File: src/rtl/pool1_ctrl_if.sv
// Bus bundle between pool1_ctrl and its f2/f3 buffers plus the sequencer start/done pair.
interface pool1_ctrl_if #(
    parameter int DW = 16
) ();
    logic          pool1_start;
    logic [9:0]    f2_raddr;
    logic [DW-1:0] f2_rdata;
    logic [7:0]    f3_waddr;
    logic [DW-1:0] f3_wdata;
    logic          f3_wr_en;
    logic          pool1_done;

    modport master (
        output pool1_start,
        output f2_rdata,
        input  f2_raddr,
        input  f3_waddr,
        input  f3_wdata,
        input  f3_wr_en,
        input  pool1_done
    );

    modport slave (
        input  pool1_start,
        input  f2_rdata,
        output f2_raddr,
        output f3_waddr,
        output f3_wdata,
        output f3_wr_en,
        output pool1_done
    );
endinterface

File: src/rtl/pool1_ctrl.sv
// 2x2 signed max-pool of the 28x28 f2 map into the 14x14 f3 map.
// Optional build macro POOL1_RELU_EN clamps negative window maxima to zero.
module pool1_ctrl #(
    parameter int DW     = 16,
    parameter int RD_LAT = 2
) (
    input  logic         clk,
    input  logic         rst_n,
    pool1_ctrl_if.slave  bus
);
    // state | meaning
    // IDLE  | waiting for pool1_start
    // RUN   | sweeping 784 read addresses
    // DONE  | one cycle before returning to IDLE
    typedef enum logic [2:0] {
        IDLE = 3'b001,
        RUN  = 3'b010,
        DONE = 3'b100
    } state_t;

    state_t r_state, w_state_nxt;

    logic        r_cnt0, r_cnt1;
    logic [3:0]  r_cnt2, r_cnt3;
    logic        w_run;
    logic        w_end_cnt0, w_end_cnt1, w_end_cnt2, w_end_cnt3;
    logic        w_first;
    logic [4:0]  w_row;
    logic [9:0]  w_row_ext;
    logic [9:0]  w_raddr;
    logic [7:0]  w_waddr;
    logic [7:0]  w_cnt3_ext;

    logic [RD_LAT:0] r_vld_d, r_first_d, r_lastw_d, r_lastp_d;
    logic [7:0]      r_wa_d [RD_LAT+1];

    logic signed [DW-1:0] w_rdata, w_max_nxt, w_wdata;
    logic signed [DW-1:0] r_max;
    logic [9:0]           r_raddr;
    logic [7:0]           r_waddr;
    logic [DW-1:0]        r_wdata;
    logic                 r_wr_en, r_done_pend, r_done;

    always_ff @(posedge clk or negedge rst_n) begin
        if (!rst_n) r_state <= IDLE;
        else        r_state <= w_state_nxt;
    end

    always_comb begin
        w_state_nxt = r_state;
        case (r_state)
            IDLE:    if (bus.pool1_start) w_state_nxt = RUN;
            RUN:     if (w_end_cnt3)      w_state_nxt = DONE;
            DONE:    w_state_nxt = IDLE;
            default: w_state_nxt = IDLE;
        endcase
    end

    assign w_run      = (r_state == RUN);
    assign w_end_cnt0 = w_run && r_cnt0;
    assign w_end_cnt1 = w_end_cnt0 && r_cnt1;
    assign w_end_cnt2 = w_end_cnt1 && (r_cnt2 == 4'd13);
    assign w_end_cnt3 = w_end_cnt2 && (r_cnt3 == 4'd13);
    assign w_first    = w_run && !r_cnt0 && !r_cnt1;

    always_ff @(posedge clk or negedge rst_n) begin
        if (!rst_n) begin
            r_cnt0 <= 1'b0;
            r_cnt1 <= 1'b0;
            r_cnt2 <= 4'd0;
            r_cnt3 <= 4'd0;
        end else if (w_run) begin
            r_cnt0 <= ~r_cnt0;
            if (w_end_cnt0) r_cnt1 <= ~r_cnt1;
            if (w_end_cnt1) r_cnt2 <= w_end_cnt2 ? 4'd0 : r_cnt2 + 4'd1;
            if (w_end_cnt2) r_cnt3 <= w_end_cnt3 ? 4'd0 : r_cnt3 + 4'd1;
        end
    end

    // Row stride 28 = 16+8+4, output stride 14 = 8+4+2; shift/add keeps multipliers out.
    assign w_row      = {r_cnt3, 1'b0} + {4'd0, r_cnt1};
    assign w_row_ext  = {5'd0, w_row};
    assign w_raddr    = (w_row_ext << 4) + (w_row_ext << 3) + (w_row_ext << 2)
                      + {5'd0, r_cnt2, 1'b0} + {9'd0, r_cnt0};
    assign w_cnt3_ext = {4'd0, r_cnt3};
    assign w_waddr    = (w_cnt3_ext << 3) + (w_cnt3_ext << 2) + (w_cnt3_ext << 1)
                      + {4'd0, r_cnt2};

    // Free-running delay lines: a new pass may start while the previous tail drains.
    always_ff @(posedge clk or negedge rst_n) begin
        if (!rst_n) begin
            r_raddr   <= '0;
            r_vld_d   <= '0;
            r_first_d <= '0;
            r_lastw_d <= '0;
            r_lastp_d <= '0;
            for (int i = 0; i <= RD_LAT; i++) r_wa_d[i] <= '0;
        end else begin
            r_raddr   <= w_raddr;
            r_vld_d   <= {r_vld_d[RD_LAT-1:0],   w_run};
            r_first_d <= {r_first_d[RD_LAT-1:0], w_first};
            r_lastw_d <= {r_lastw_d[RD_LAT-1:0], w_end_cnt1};
            r_lastp_d <= {r_lastp_d[RD_LAT-1:0], w_end_cnt3};
            r_wa_d[0] <= w_waddr;
            for (int i = 1; i <= RD_LAT; i++) r_wa_d[i] <= r_wa_d[i-1];
        end
    end

    assign w_rdata = $signed(bus.f2_rdata);

    always_comb begin
        w_max_nxt = r_max;
        if (r_first_d[RD_LAT])      w_max_nxt = w_rdata;
        else if (w_rdata > r_max)   w_max_nxt = w_rdata;
    end

`ifdef POOL1_RELU_EN
    assign w_wdata = w_max_nxt[DW-1] ? '0 : w_max_nxt;
`else
    assign w_wdata = w_max_nxt;
`endif

    always_ff @(posedge clk or negedge rst_n) begin
        if (!rst_n) begin
            r_max       <= '0;
            r_waddr     <= '0;
            r_wdata     <= '0;
            r_wr_en     <= 1'b0;
            r_done_pend <= 1'b0;
            r_done      <= 1'b0;
        end else begin
            if (r_vld_d[RD_LAT]) r_max <= w_max_nxt;
            r_wr_en     <= r_vld_d[RD_LAT] && r_lastw_d[RD_LAT];
            r_done_pend <= r_vld_d[RD_LAT] && r_lastp_d[RD_LAT];
            r_done      <= r_done_pend;
            if (r_vld_d[RD_LAT] && r_lastw_d[RD_LAT]) begin
                r_wdata <= w_wdata;
                r_waddr <= r_wa_d[RD_LAT];
            end
        end
    end

    assign bus.f2_raddr   = r_raddr;
    assign bus.f3_waddr   = r_waddr;
    assign bus.f3_wdata   = r_wdata;
    assign bus.f3_wr_en   = r_wr_en;
    assign bus.pool1_done = r_done;
endmodule

File: src/flat_wrapper.sv
// flat-port wrapper written by rule: the top's interface ports become plain ports
module pool1_ctrl_flat 
#(
    parameter int DW     = 16,
    parameter int RD_LAT = 2
)
  (clk, rst_n, bus_pool1_start, bus_f2_rdata, bus_f2_raddr, bus_f3_waddr, bus_f3_wdata, bus_f3_wr_en, bus_pool1_done);
  pool1_ctrl_if #(.DW(DW)) bus_i ();
  input  logic clk;
  input  logic rst_n;
  input wire logic [$bits(bus_i.pool1_start)-1:0] bus_pool1_start;
  input wire logic [$bits(bus_i.f2_rdata)-1:0] bus_f2_rdata;
  output wire logic [$bits(bus_i.f2_raddr)-1:0] bus_f2_raddr;
  output wire logic [$bits(bus_i.f3_waddr)-1:0] bus_f3_waddr;
  output wire logic [$bits(bus_i.f3_wdata)-1:0] bus_f3_wdata;
  output wire logic [$bits(bus_i.f3_wr_en)-1:0] bus_f3_wr_en;
  output wire logic [$bits(bus_i.pool1_done)-1:0] bus_pool1_done;
  assign bus_i.pool1_start = bus_pool1_start;
  assign bus_i.f2_rdata = bus_f2_rdata;
  assign bus_f2_raddr = bus_i.f2_raddr;
  assign bus_f3_waddr = bus_i.f3_waddr;
  assign bus_f3_wdata = bus_i.f3_wdata;
  assign bus_f3_wr_en = bus_i.f3_wr_en;
  assign bus_pool1_done = bus_i.pool1_done;
  pool1_ctrl #(.DW(DW), .RD_LAT(RD_LAT)) u_core (.clk(clk), .rst_n(rst_n), .bus(bus_i));
endmodule
File: config.mk
export PLATFORM = sky130hd
export DESIGN_NAME = pool1_ctrl_flat
export DESIGN_NICKNAME = d
export VERILOG_FILES = /design/src/rtl/pool1_ctrl_if.sv /design/src/rtl/pool1_ctrl.sv /design/src/flat_wrapper.sv
export SDC_FILE = /design/constraint.sdc
export NUM_CORES = 1
export LEC_CHECK = 0
export BUFFER_PORTS_ARGS = -buffer_cell sky130_fd_sc_hd__buf_4
export CORE_UTILIZATION = 52
export DETAILED_ROUTE_END_ITERATION = 8
export GPL_ROUTABILITY_DRIVEN = 0
export GPL_TIMING_DRIVEN = 1
export PLACE_DENSITY = 0.72
export SLEW_MARGIN = 20
export SYNTH_ARGS = -nofsm -noshare
export SYNTH_HDL_FRONTEND = slang
export SYNTH_SLANG_ARGS = --single-unit
File: constraint.sdc
create_clock -name clk -period 2.6 [get_ports clk]
set_clock_uncertainty 0.2 [all_clocks]
set_input_delay 0.52 -clock clk [delete_from_list [all_inputs] [get_ports clk]]
set_output_delay 0.52 -clock clk [all_outputs]
set_load 0.01 [all_outputs]
After elaboration in Yosys (flattened, before gate mapping):

Index checks and enable logic that the tools add are counted.

* magnitude comparators: 1
* $add $sub $neg: 10
* reductions and logical operators: 14
* equality and inequality tests: 6
* bitwise logic cells: 2
* multiplexer cells: 7

Operator list (count)
* $mux 16: 2
* $gt 16x16->1: 1
* $add 10x1->10: 1
* $add 10x5->10: 1
* $add 10x7->10: 1
* $add 9x8->10: 1
* $add 4x1->4 const B: 2
* $add 7x6->8: 1
* $add 8x4->8: 1
* $add 8x5->8: 1
* $eq 4x4->1 const B: 2
* $logic_and 1x1->1: 8
* $mux 4: 2
* $reduce_and 2->1: 4
* $mux 3: 2
* $pmux 3 s2: 1
* $add 5x1->5: 1
* $ne 2x2->1 const B: 2
* $eq 3x1->1 const B: 1
* $eq 3x2->1 const B: 1
* $logic_not 1->1: 2
* $not 1->1: 2

* output and inout port bits: 36
* input bits: 19
* logic and storage cells: 59
* register bits after elaboration: 102

Depth between registers and ports, before layout:

Gate-level depths: netlist (run 1).

* word-level depth: 7
* depth in mapped cells: 10
* mapped depth without buffers: 10

Worst setup path after synthesis (run 1):

OpenSTA, ideal clock, no wires.

* path type: reg2reg
* start point: register u_core.r_cnt3[0]
* end point: register u_core.r_wa_d[23] in the netlist's numbering
* setup slack: -0.335 ns
* required time: 2.275 ns
* path buffers: 0
* setup time: 0.125 ns
* cell stages (with the launch flop): 11
* arrival: 2.610 ns
* clock period less this slack: 2.935 ns
* cells stage by stage: dfrtp_1 -> inv_1 -> fa_1 -> fa_1 -> inv_1 -> ha_1 -> inv_1 -> fa_1 -> o21bai_1 -> a21oi_1 -> xnor2_1

* word-level cells in the longest chain between the ends: 3

RTL lines
* start, declared: line pool1_ctrl.sv:24 `logic [3:0] r_cnt2, r_cnt3;`
* start signal, assigned: line pool1_ctrl.sv:76 `if (w_end_cnt2) r_cnt3 <= w_end_cnt3 ? 4'd0 : r_cnt3 + 4'd1;`
* $add 7x6->8: line pool1_ctrl.sv:86 `assign w_waddr = (w_cnt3_ext << 3) + (w_cnt3_ext << 2) + (w_cnt3_ext << 1)`
* $add 8x5->8 *: line pool1_ctrl.sv:86
* $add 8x4->8 *: line pool1_ctrl.sv:87 `+ {4'd0, r_cnt2};`
* via u_core.w_waddr[7]: line pool1_ctrl.sv:31 `logic [7:0] w_waddr;`
* end, declared: line pool1_ctrl.sv:35 `logic [7:0] r_wa_d [RD_LAT+1];`

The timed path passes the listed nets; every way through them passes the cells marked *.
A chain may end at the register's enable or synchronous reset.

Worst setup path after layout (run 1):

* start point: register u_core.r_max[7]
* end point: register u_core.r_max[11]

* word-level cells in the longest chain between the ends: 3

RTL lines
* start, declared: line pool1_ctrl.sv:38 `logic signed [DW-1:0] r_max;`
* start signal, assigned: line pool1_ctrl.sv:132 `if (r_vld_d[RD_LAT]) r_max <= w_max_nxt;`
* $gt 16x16->1: line pool1_ctrl.sv:114 `else if (w_rdata > r_max) w_max_nxt = w_rdata;`
* $mux 16: line pool1_ctrl.sv:114
* $mux 16: line pool1_ctrl.sv:113 `if (r_first_d[RD_LAT]) w_max_nxt = w_rdata;`

Every way passes these cells.

==> reports/metrics.yaml, run 1 <==
achievable-frequency_mhz: 349
timing.final.max_slew_violations: 0
drive_gt1_frac: 0.438
static-leakage-power_nw: 3.14
critical_path.max_stage_delay_ns: 0.44
root_buffer: "sky130_fd_sc_hd__clkbuf_8"
hold_violations: 0
violations_in_the_final_reports: "setup timing"
first_global_vias: 3616
setup.worst_path.end_class: "flip-flop"
fin_area_mm2: 0.00634
ant_nets: 0
rows: 34
place.detailed.hpwl_mm: 6.70
max-slew-margin-rel: 0.505
antenna_found_initial: 0
area_growth_syn_to_layout_pct: 35.0
syn_inst: 376
synth_seq_area_share: 0.538
crit_family: "compound AO/OA/AOI/OAI gates"
clk_pin_slew_ns: 0.11
critical_path_class: "flip-flop to flip-flop"
finalCriticalPeriod_ns: 2.87
outcome: "finished with violations"
timing.critical_path.arrival_ns: 2.92
num_antenna_cells: 0
crit_path_start_kind: "flip-flop"
multiInputGateArea_mm2: 0.00221
initial_core_utilization: 0.539
hold_path.class: "flip-flop to flip-flop"
tightest_slew_ns: 0.742
dr.pass1.iters: 4
yosysWarningCount: 0
drc: 0
rsz0062_at_grt: "true"
placeableCoreArea_mm2: 0.00872
worstHoldStart: "u_core.r_wa_d[15]"
synth_cell_type_count: 43
floorplan.die.height_um: 97.0
crit_start: "u_core.r_max[7]"
tritoncts: "yes"
layout_worst_path_cycle_share: 1.10
die_outline_area_mm2: 0.00942
tns_ns: -7.61
drv_cap: 0
place_ws_ns: -0.426
grt_util_overall: 0.234
placement.cell_area_mm2: 0.00567
syn-num-nets: 442
totalWireLength_mm: 10.8
worstPathMaxFanout: 5
ys_dominant_reg_cell: "sky130_fd_sc_hd__dfrtp_1"
synth_seq_cells: 101
regToRegStartpoint: "u_core.r_max[7]"
fp.dieW_um: 97.0
grt_pass1_wl_mm: 17.3
cts.sink_count: 101
grt_overflow_total: 0
clockBufferDepth: 2
synthesis.area_per_instance_um2: 12.5
via_per_inst: 5.47
pin_count: 55
crit_path_setup_slack_layout_ns: -0.267
area.sequential_mm2: 0.00253
ir_drop_v: 0.000338
post_drt_wl_per_cell_um: 17.5
cts_bufs_inserted: 9
critical_path_buf_inv_count: 3
power-per-cell-area_mw_per_mm2: 643
critPathRequiredTime_ns: 2.65
clock_latency_ns: 0.37
cpMaxStageDelayCell: "sky130_fd_sc_hd__dfrtp_1"
layout.nets: 572
syn-cell-area_mm2: 0.00470
async_flop_share: 1.00
setup_viol: 39
cts.htree.levels: 3
timing.critical_path.mode_cell: "sky130_fd_sc_hd__buf_6"
crit_path_cell_trace: "inv_1, ha_4, a41o_1, a21oi_2, nor3_1, o311a_4, o31ai_4, buf_6, buf_6, mux2_4"
drtIter0Drc: 154
io_buffers: 54
largest_net_degree_at_the_start_of_global_routing: 50
fill_cells: 559
dr_total_vias: 3388
synth_edf_count: 0
## layer usage
metal	routed length, um	track usage
met5	0	0
met4	195	0.0964
met3	436	0.0506
met2	5630	0.397
met1	4570	0.291
## final cells by class
cell class / count / area share
inverter: 36 / 0.0217
clock buffer: 10 / 0.0217
multi-input combinational: 223 / 0.349
tap: 108 / 0.0213
clock inverter: 6 / 0.00849
timing repair buffer: 135 / 0.179
sequential: 101 / 0.399
## path summary, 6_finish.rpt
path	depth (start not counted)	to	slack, ns
min in group asynchronous	2	u_core.r_max[9]	0.42
worst min-delay path	0	u_core.r_wa_d[7]	0.15
worst max register to register	10	u_core.r_max[11]	-0.27
worst min register to register	0	u_core.r_wa_d[7]	0.15
max in group asynchronous	3	u_core.bus.f2_raddr[4]	1.13
worst max-delay path	10	u_core.r_max[11]	-0.27
## worst register-to-register path, delay by kind of cell (launching register included)
kind,cells,cell delay (ns)
fa+ha+maj,1,0.22
buf+inv,3,0.40
mux,1,0.30
compound gates,4,1.09
flops,1,0.44
simple gates,1,0.11
## state kept, by name, indices dropped and copies added, names as in the netlist
| name | count |
|---|---|
| u_core.r_first_d | 3 |
| u_core.r_state | 3 |
| u_core.r_lastp_d | 3 |
| u_core.r_vld_d | 3 |
| u_core.r_cnt2 | 4 |
| u_core.r_cnt3 | 4 |
| u_core.bus.pool1_done | 1 |
| u_core.bus.f3_wdata | 16 |
| u_core.r_wa_d | 24 |
| u_core.bus.f2_raddr | 9 |
| u_core.bus.f3_waddr | 8 |
| u_core.r_cnt0 | 1 |
| u_core.r_max | 16 |
| u_core.r_cnt1 | 1 |
| u_core.r_done_pend | 1 |
| u_core.r_lastw_d | 3 |
| u_core.bus.f3_wr_en | 1 |
## kinds of logic after synthesis
logic type               after synthesis  share of synthesized area
AO/OA/AOI/OAI                         73                      0.108
XOR/XNOR                               9                     0.0168
adder cells (fa/ha/maj)               47                      0.141
buffers and inverters                 52                     0.0461
flip-flops                           101                      0.538
multiplexers                          24                     0.0655
AND/OR/NAND/NOR                       70                     0.0842
## layout by cell type, fill, tap and decap left out, types with 3 or more instances in the layout
master	instances
sky130_fd_sc_hd__nand3b_1	4
sky130_fd_sc_hd__inv_2	7
sky130_fd_sc_hd__o31ai_1	14
sky130_fd_sc_hd__clkbuf_8	10
sky130_fd_sc_hd__buf_4	115
sky130_fd_sc_hd__fa_2	5
sky130_fd_sc_hd__a21o_1	7
sky130_fd_sc_hd__a31oi_1	16
sky130_fd_sc_hd__nand2_1	6
sky130_fd_sc_hd__xnor2_1	6
sky130_fd_sc_hd__fa_1	5
sky130_fd_sc_hd__ha_1	25
sky130_fd_sc_hd__o21bai_1	3
sky130_fd_sc_hd__and2_1	5
sky130_fd_sc_hd__nor2_1	20
sky130_fd_sc_hd__ha_4	10
sky130_fd_sc_hd__a21oi_2	4
sky130_fd_sc_hd__a21oi_1	8
sky130_fd_sc_hd__buf_6	12
sky130_fd_sc_hd__clkinv_4	3
sky130_fd_sc_hd__dfrtp_1	98
sky130_fd_sc_hd__buf_12	3
sky130_fd_sc_hd__or4_4	7
sky130_fd_sc_hd__mux2_2	8
sky130_fd_sc_hd__or4_1	8
sky130_fd_sc_hd__inv_1	27
sky130_fd_sc_hd__mux2_4	16
sky130_fd_sc_hd__nand4_1	7
sky130_fd_sc_hd__o21ai_0	9
## report_power, final
part | switching [W] | total, W | internal [W]
sequential | 0.0000979 | 0.00183 | 0.00173
clock | 0.000571 | 0.000963 | 0.000392
combinational | 0.000557 | 0.00128 | 0.000724
total | 0.00123 | 0.00408 | 0.00285
## metrics by stage
step | total power, W | instances | hold slack, ns | utilization
finish | 0.00408 | 619 | 0.147 | 0.727
global route | 0.00427 | 619 | 0.157 | 0.727
CTS | 0.00399 | 611 | 0.152 | 0.712
detailed placement | 0.00287 | 578 | 0.135 | 0.650
global placement | 0.00283 | 578 | 0.132 | 0.650
floorplan | 0.00240 | 376 | 0.0244 | -
## cell usage after synthesis (all sizes together), types with 2 or more instances
| master | number | area (um^2) |
|---|---|---|
| dfrtp | 100 | 2500 |
| ha | 37 | 463 |
| inv | 35 | 131 |
| mux2 | 24 | 308 |
| nor2 | 20 | 75.1 |
| a31oi | 17 | 106 |
| o31ai | 16 | 134 |
| or4 | 15 | 113 |
| a21oi | 12 | 60.1 |
| o21ai | 11 | 55.1 |
| clkbuf | 10 | 37.5 |
| fa | 10 | 200 |
| a21o | 7 | 52.6 |
| nand4 | 7 | 43.8 |
| xnor2 | 7 | 61.3 |
| buf | 6 | 43.8 |
| nand2 | 6 | 22.5 |
| and2 | 5 | 31.3 |
| nand3b | 4 | 30.0 |
| nor3 | 4 | 20.0 |
| o21bai | 3 | 22.5 |
| nand3 | 2 | 10.0 |
| nor2b | 2 | 12.5 |
| nor4 | 2 | 18.8 |
| xor2 | 2 | 17.5 |
## repair_timing
action | 4_1_cts | 5_1_grt
gates resized for setup | 38 | 19
hold buffers | 1 | 0
buffers inserted | 13 | 10
endpoints found under the setup margin | 39 | 40
hold endpoints to repair | 29 | 0
gates cloned | 3 | 1
pin swaps | 22 | 31
Note: power is estimated with default switching activity, not from simulation.
==> run 2: changes to the inputs <==
--- a/config.mk
+++ b/config.mk
@@ -11,6 +11,7 @@
 export GPL_ROUTABILITY_DRIVEN = 0
 export GPL_TIMING_DRIVEN = 1
 export PLACE_DENSITY = 0.72
+export REMOVE_ABC_BUFFERS = 1
 export SLEW_MARGIN = 20
 export SYNTH_ARGS = -nofsm -noshare
 export SYNTH_HDL_FRONTEND = slang
==> reports/metrics.yaml, run 2 (synthesis gave the netlist of run 1 again) <==
outcome: "finished with violations"
violations_in_the_final_reports: "setup timing"
layout.nets: 566
rsz0062_at_grt: "true"
achievable-frequency_mhz: 359
setup.worst_path.end_class: "flip-flop"
initial_core_utilization: 0.539
reg2regPathDepth: 10
grt_overflow_total: 0
fp.dieW_um: 97.0
hold_path.class: "flip-flop to flip-flop"
critical_path_class: "flip-flop to flip-flop"
power-per-cell-area_mw_per_mm2: 645
pin_count: 55
placement.cell_area_mm2: 0.00555
ff2ff_setup_slack_ns: -0.19
clock_latency_ns: 0.37
area_growth_syn_to_layout_pct: 32.5
dr_total_vias: 3357
antenna_found_initial: 0
worstHoldStart: "u_core.r_wa_d[11]"
layout_worst_path_cycle_share: 1.07
tritoncts: "yes"
drtIter0Drc: 114
placeableCoreArea_mm2: 0.00872
die_outline_area_mm2: 0.00942
clk_pin_slew_ns: 0.10
regToRegStartpoint: "u_core.r_cnt2[3]"
timing.final.max_slew_violations: 0
tns_ns: -4.01
rows: 34
largest_net_degree_at_the_start_of_global_routing: 46
cts_bufs_inserted: 9
post_drt_wl_per_cell_um: 16.8
max_flop_register: "u_core.r_wa_d"
num_antenna_cells: 0
clockBufferDepth: 2
floorplan.die.height_um: 97.0
tightest_slew_ns: 0.777
worstPathMaxFanout: 2
number_of_cells_on_the_worst_hold_path: 0
ir_drop_v: 0.000334
hold_violations: 0
critPathRequiredTime_ns: 2.69
via_per_inst: 5.48
finalCriticalPeriod_ns: 2.79
grt_pass1_wl_mm: 16.7
ant_nets: 0
root_buffer: "sky130_fd_sc_hd__clkbuf_8"
drc: 0
utilization_after_layout: 0.713
fill_cells: 558
cts.htree.levels: 3
io_buffers: 54
hold_path_end: "u_core.r_wa_d[3]"
crit_path_setup_slack_layout_ns: -0.188
drive_gt1_frac: 0.418
crit_path_start_kind: "flip-flop"
drv_cap: 0
place_ws_ns: -0.361
grt_util_overall: 0.226
max-slew-margin-rel: 0.482
critical_path.max_stage_delay_ns: 0.57
r2r-end: "u_core.bus.f2_raddr[8]"
place.detailed.hpwl_mm: 6.63
cts.sink_count: 101
first_global_vias: 3477
fin_area_mm2: 0.00622
totalWireLength_mm: 10.3
setup_viol: 36
most_frequent_standard_cell_in_the_layout_excluding_fill_and_tap_cells: "sky130_fd_sc_hd__buf_4"
static-leakage-power_nw: 3.08
crit_path_cell_trace: "inv_2, fa_1, inv_2, fa_2, ha_4, fa_2, a21oi_2, nor2_1, nor2_1, xnor2_1"
cpMaxStageDelayCell: "sky130_fd_sc_hd__fa_1"
most-common-layout-cells: "sky130_fd_sc_hd__buf_4, sky130_fd_sc_hd__dfrtp_1, sky130_fd_sc_hd__ha_1"
timing.critical_path.arrival_ns: 2.88
dr.pass1.iters: 4
largest_register_ff_count: 24
==> run 2: repair_timing <==
item | 4_1_cts | 5_1_grt
hold buffers | 1 | 0
buffers inserted | 11 | 9
cloned | 0 | 3
endpoints found under the setup margin | 38 | 39
pin swaps | 24 | 20
gates resized for setup | 38 | 28
endpoints found under the hold margin | 41 | 0
==> run 2: how the worst max path moves through the flow <==
stage                     start                      to  cells after the start
6_report       u_core.r_cnt2[3]  u_core.bus.f2_raddr[8]                     10
4_1_cts        u_core.r_cnt3[2]       u_core.r_wa_d[23]                     10
3_5_place_dp   bus_f2_rdata[11]         u_core.r_max[5]                      9
3_3_place_gp   bus_f2_rdata[11]         u_core.r_max[5]                      9
5_1_grt        u_core.r_cnt3[1]  u_core.bus.f2_raddr[8]                     10
2_1_floorplan  bus_f2_rdata[11]        u_core.r_max[10]                      7
==> run 2: routing by layer <==
layer	global-route usage	wire (um)	up-vias
li1	-	-	1585
met1	0.277	4340	1655
met2	0.392	5350	94
met3	0.0549	354	23
met4	0.0723	255	0
met5	0	0	-
==> run 2: layout make-up <==
cell class                      count  area [um^2]  share of cell area
Sequential cell                   101         2530               0.406
Timing Repair Buffer              129         1040               0.168
Inverter                           36          135              0.0217
Tap cell                          108          135              0.0217
Clock buffer                       10          128              0.0205
Multi-Input combinational cell    223         2180               0.351
Clock inverter                      6         71.3              0.0115
==> run 2: metrics by stage <==
stage               hold WS, ns  total power [W]  std cells
floorplan                0.0244          0.00236        360
global placement          0.132          0.00279        573
detailed placement        0.135          0.00282        573
CTS                       0.153          0.00390        601
global route              0.160          0.00421        613
finish                    0.151          0.00401        613
==> run 2: worst max-delay path, delay by kind of cell, from the launching register on <==
family                   cells  cell delay [ns]
adder cells (fa/ha/maj)      4             1.55
XOR/XNOR                     1             0.13
flip-flops                   1             0.38
AND/OR/NAND/NOR              2             0.18
buffers and inverters        2             0.11
AO/OA/AOI/OAI                1             0.17
==> run 2: power breakdown <==
| group | total (W) | leakage (nW) | internal, W | switching [W] |
|---|---|---|---|---|
| Sequential | 0.00183 | 1.23 | 0.00173 | 0.0000964 |
| Clock | 0.00102 | 0.0988 | 0.000456 | 0.000560 |
| Combinational | 0.00117 | 1.75 | 0.000642 | 0.000527 |
==> run 3: changes to the inputs <==
--- a/config.mk
+++ b/config.mk
@@ -6,11 +6,11 @@
 export NUM_CORES = 1
 export LEC_CHECK = 0
 export BUFFER_PORTS_ARGS = -buffer_cell sky130_fd_sc_hd__buf_4
-export CORE_UTILIZATION = 52
+export CORE_UTILIZATION = 58
 export DETAILED_ROUTE_END_ITERATION = 8
 export GPL_ROUTABILITY_DRIVEN = 0
 export GPL_TIMING_DRIVEN = 1
-export PLACE_DENSITY = 0.72
+export PLACE_DENSITY = 0.8
 export REMOVE_ABC_BUFFERS = 1
 export SLEW_MARGIN = 20
 export SYNTH_ARGS = -nofsm -noshare
==> constraint.sdc (replaced) <==
create_clock -name clk -period 3.1 [get_ports clk]
set_clock_uncertainty 0.2 [all_clocks]
set_input_delay 0.62 -clock clk [delete_from_list [all_inputs] [get_ports clk]]
set_output_delay 0.62 -clock clk [all_outputs]
set_load 0.01 [all_outputs]
==> reports/metrics.yaml, run 3 (synthesis gave the netlist of run 1 again) <==
post_drt_wl_per_cell_um: 15.2
antenna_found_initial: 0
wl_met1_mm: 3.74
initial_core_utilization: 0.605
floorplan.die.height_um: 92.0
dr.pass1.iters: 4
clock_latency_ns: 0.37
place.detailed.hpwl_mm: 6.05
layout_worst_path_cycle_share: 0.943
utilization_after_layout: 0.705
power-per-cell-area_mw_per_mm2: 569
num_antenna_cells: 0
totalWireLength_mm: 8.29
most-common-layout-cells: "sky130_fd_sc_hd__dfrtp_1, sky130_fd_sc_hd__buf_4, sky130_fd_sc_hd__ha_1"
first_global_vias: 2976
timing.critical_path.arrival_ns: 2.98
rsz0062_at_grt: "false"
outcome: "finished, final reports clean"
critical_path_class: "flip-flop to flip-flop"
die_outline_area_mm2: 0.00846
reg2regPathDepth: 10
regToRegStartpoint: "u_core.r_cnt3[2]"
top_layer_used: "met4"
rows: 32
cts.htree.levels: 3
hold_path.class: "input port to async pin"
detailroute.wirelength.met2_mm: 4.11
root_buffer: "sky130_fd_sc_hd__clkbuf_8"
grt_util_overall: 0.219
dr_total_vias: 3038
hold_violations: 0
drtIter0Drc: 156
pin_count: 55
fill_cells: 556
drc: 0
grt_pass1_wl_mm: 14.2
setup.worst_path.end_class: "flip-flop"
drv_cap: 0
setup_viol: 0
io_buffers: 54
r2r-end: "u_core.r_wa_d[23]"
most_frequent_standard_cell_in_the_layout_excluding_fill_and_tap_cells: "sky130_fd_sc_hd__dfrtp_1"
tritoncts: "yes"
layout.nets: 506
crit_path_start_kind: "flip-flop"
achievable-frequency_mhz: 342
ant_nets: 0
clockBufferDepth: 2
grt_overflow_total: 0
routed-wl-met3_um: 318
cts.sink_count: 101
ir_drop_v: 0.000271
ff2ff_setup_slack_ns: 0.18
drive_gt1_frac: 0.261
tightest_slew_ns: 0.940
largest_register_ff_count: 24
fin_area_mm2: 0.00548
place_ws_ns: -0.0246
placement.cell_area_mm2: 0.00528
fp.dieW_um: 92.0
largest_net_degree_at_the_start_of_global_routing: 59
critPathRequiredTime_ns: 3.16
max-slew-margin-rel: 0.373
clk_pin_slew_ns: 0.10
crit_path_setup_slack_layout_ns: 0.178
placeableCoreArea_mm2: 0.00777
finalCriticalPeriod_ns: 2.92
worstPathMaxFanout: 3
cts_hold_repair.buffers: 0
cts_bufs_inserted: 9
static-leakage-power_nw: 2.76
via_per_inst: 5.55
area_growth_syn_to_layout_pct: 16.6
max_flop_register: "u_core.r_wa_d"
timing.final.max_slew_violations: 0
## run 3: changes by cell type in the layout (fill, tap and decap cells not counted), moves of 7 or more
cell / previous run / this run
sky130_fd_sc_hd__buf_4: 114 / 68
sky130_fd_sc_hd__buf_6: 9 / 0
sky130_fd_sc_hd__ha_1: 30 / 37
sky130_fd_sc_hd__o31ai_1: 8 / 15
sky130_fd_sc_hd__o31ai_2: 7 / 0
## run 3: critical path: stages (launching register included)
cell and delay, ns:
sky130_fd_sc_hd__dfrtp_2 0.40, sky130_fd_sc_hd__inv_1 0.07, sky130_fd_sc_hd__fa_1 0.59, sky130_fd_sc_hd__fa_1 0.42
sky130_fd_sc_hd__inv_1 0.06, sky130_fd_sc_hd__ha_1 0.18, sky130_fd_sc_hd__inv_1 0.07, sky130_fd_sc_hd__fa_1 0.43
sky130_fd_sc_hd__o21bai_1 0.16, sky130_fd_sc_hd__a21oi_1 0.10, sky130_fd_sc_hd__xnor2_1 0.13
## run 3: metal layers
metal,GRT usage,up-vias
li1,-,1463
met1,0.296,1498
met2,0.349,67
met3,0.0439,10
met4,0.0938,0
met5,0,-
## run 3: through the flow
stage / hold slack [ns] / std cells / total power (W) / TNS [ns]
CTS: 0.0449 / 546 / 0.00314 / 0
global placement: 0.132 / 530 / 0.00230 / 0
detailed placement: 0.135 / 530 / 0.00233 / -0.0246
floorplan: 0.124 / 360 / 0.00198 / -18.15
global route: 0.0578 / 547 / 0.00329 / 0
finish: 0.0315 / 547 / 0.00312 / 0
## run 3: final cells by class
class,instances,area (um^2),area share
flip-flops and latches,101,2530,0.462
inverters,36,135,0.0247
well taps,102,128,0.0233
repair buffers,69,531,0.0969
clock inverters,7,68.8,0.0126
multi-input cells,223,1960,0.358
clock buffers,9,124,0.0226
## run 3: timing repair
| action | in CTS | in global routing |
|---|---|---|
| setup buffers | 0 | 1 |
| resized for setup | 0 | 2 |
| setup endpoints to repair | 0 | 1 |
## run 3: power breakdown
part | internal (W) | switching [W] | total (W)
combinational | 0.000409 | 0.000364 | 0.000774
clock | 0.000319 | 0.000499 | 0.000818
sequential | 0.00145 | 0.0000729 | 0.00153
total | 0.00218 | 0.000936 | 0.00312
## run 3: how the worst max path moves through the flow
stage,start,endpoint,cells after the start
after floorplan,bus_f2_rdata[11],u_core.r_max[10],7
after global placement,bus_f2_rdata[14],u_core.bus.f3_wdata[4],9
after detailed placement,bus_f2_rdata[14],u_core.bus.f3_wdata[13],9
after CTS,u_core.r_cnt3[1],u_core.r_wa_d[23],10
after global routing,u_core.r_cnt2[3],u_core.bus.f2_raddr[9],10
final,u_core.r_cnt3[2],u_core.r_wa_d[23],10
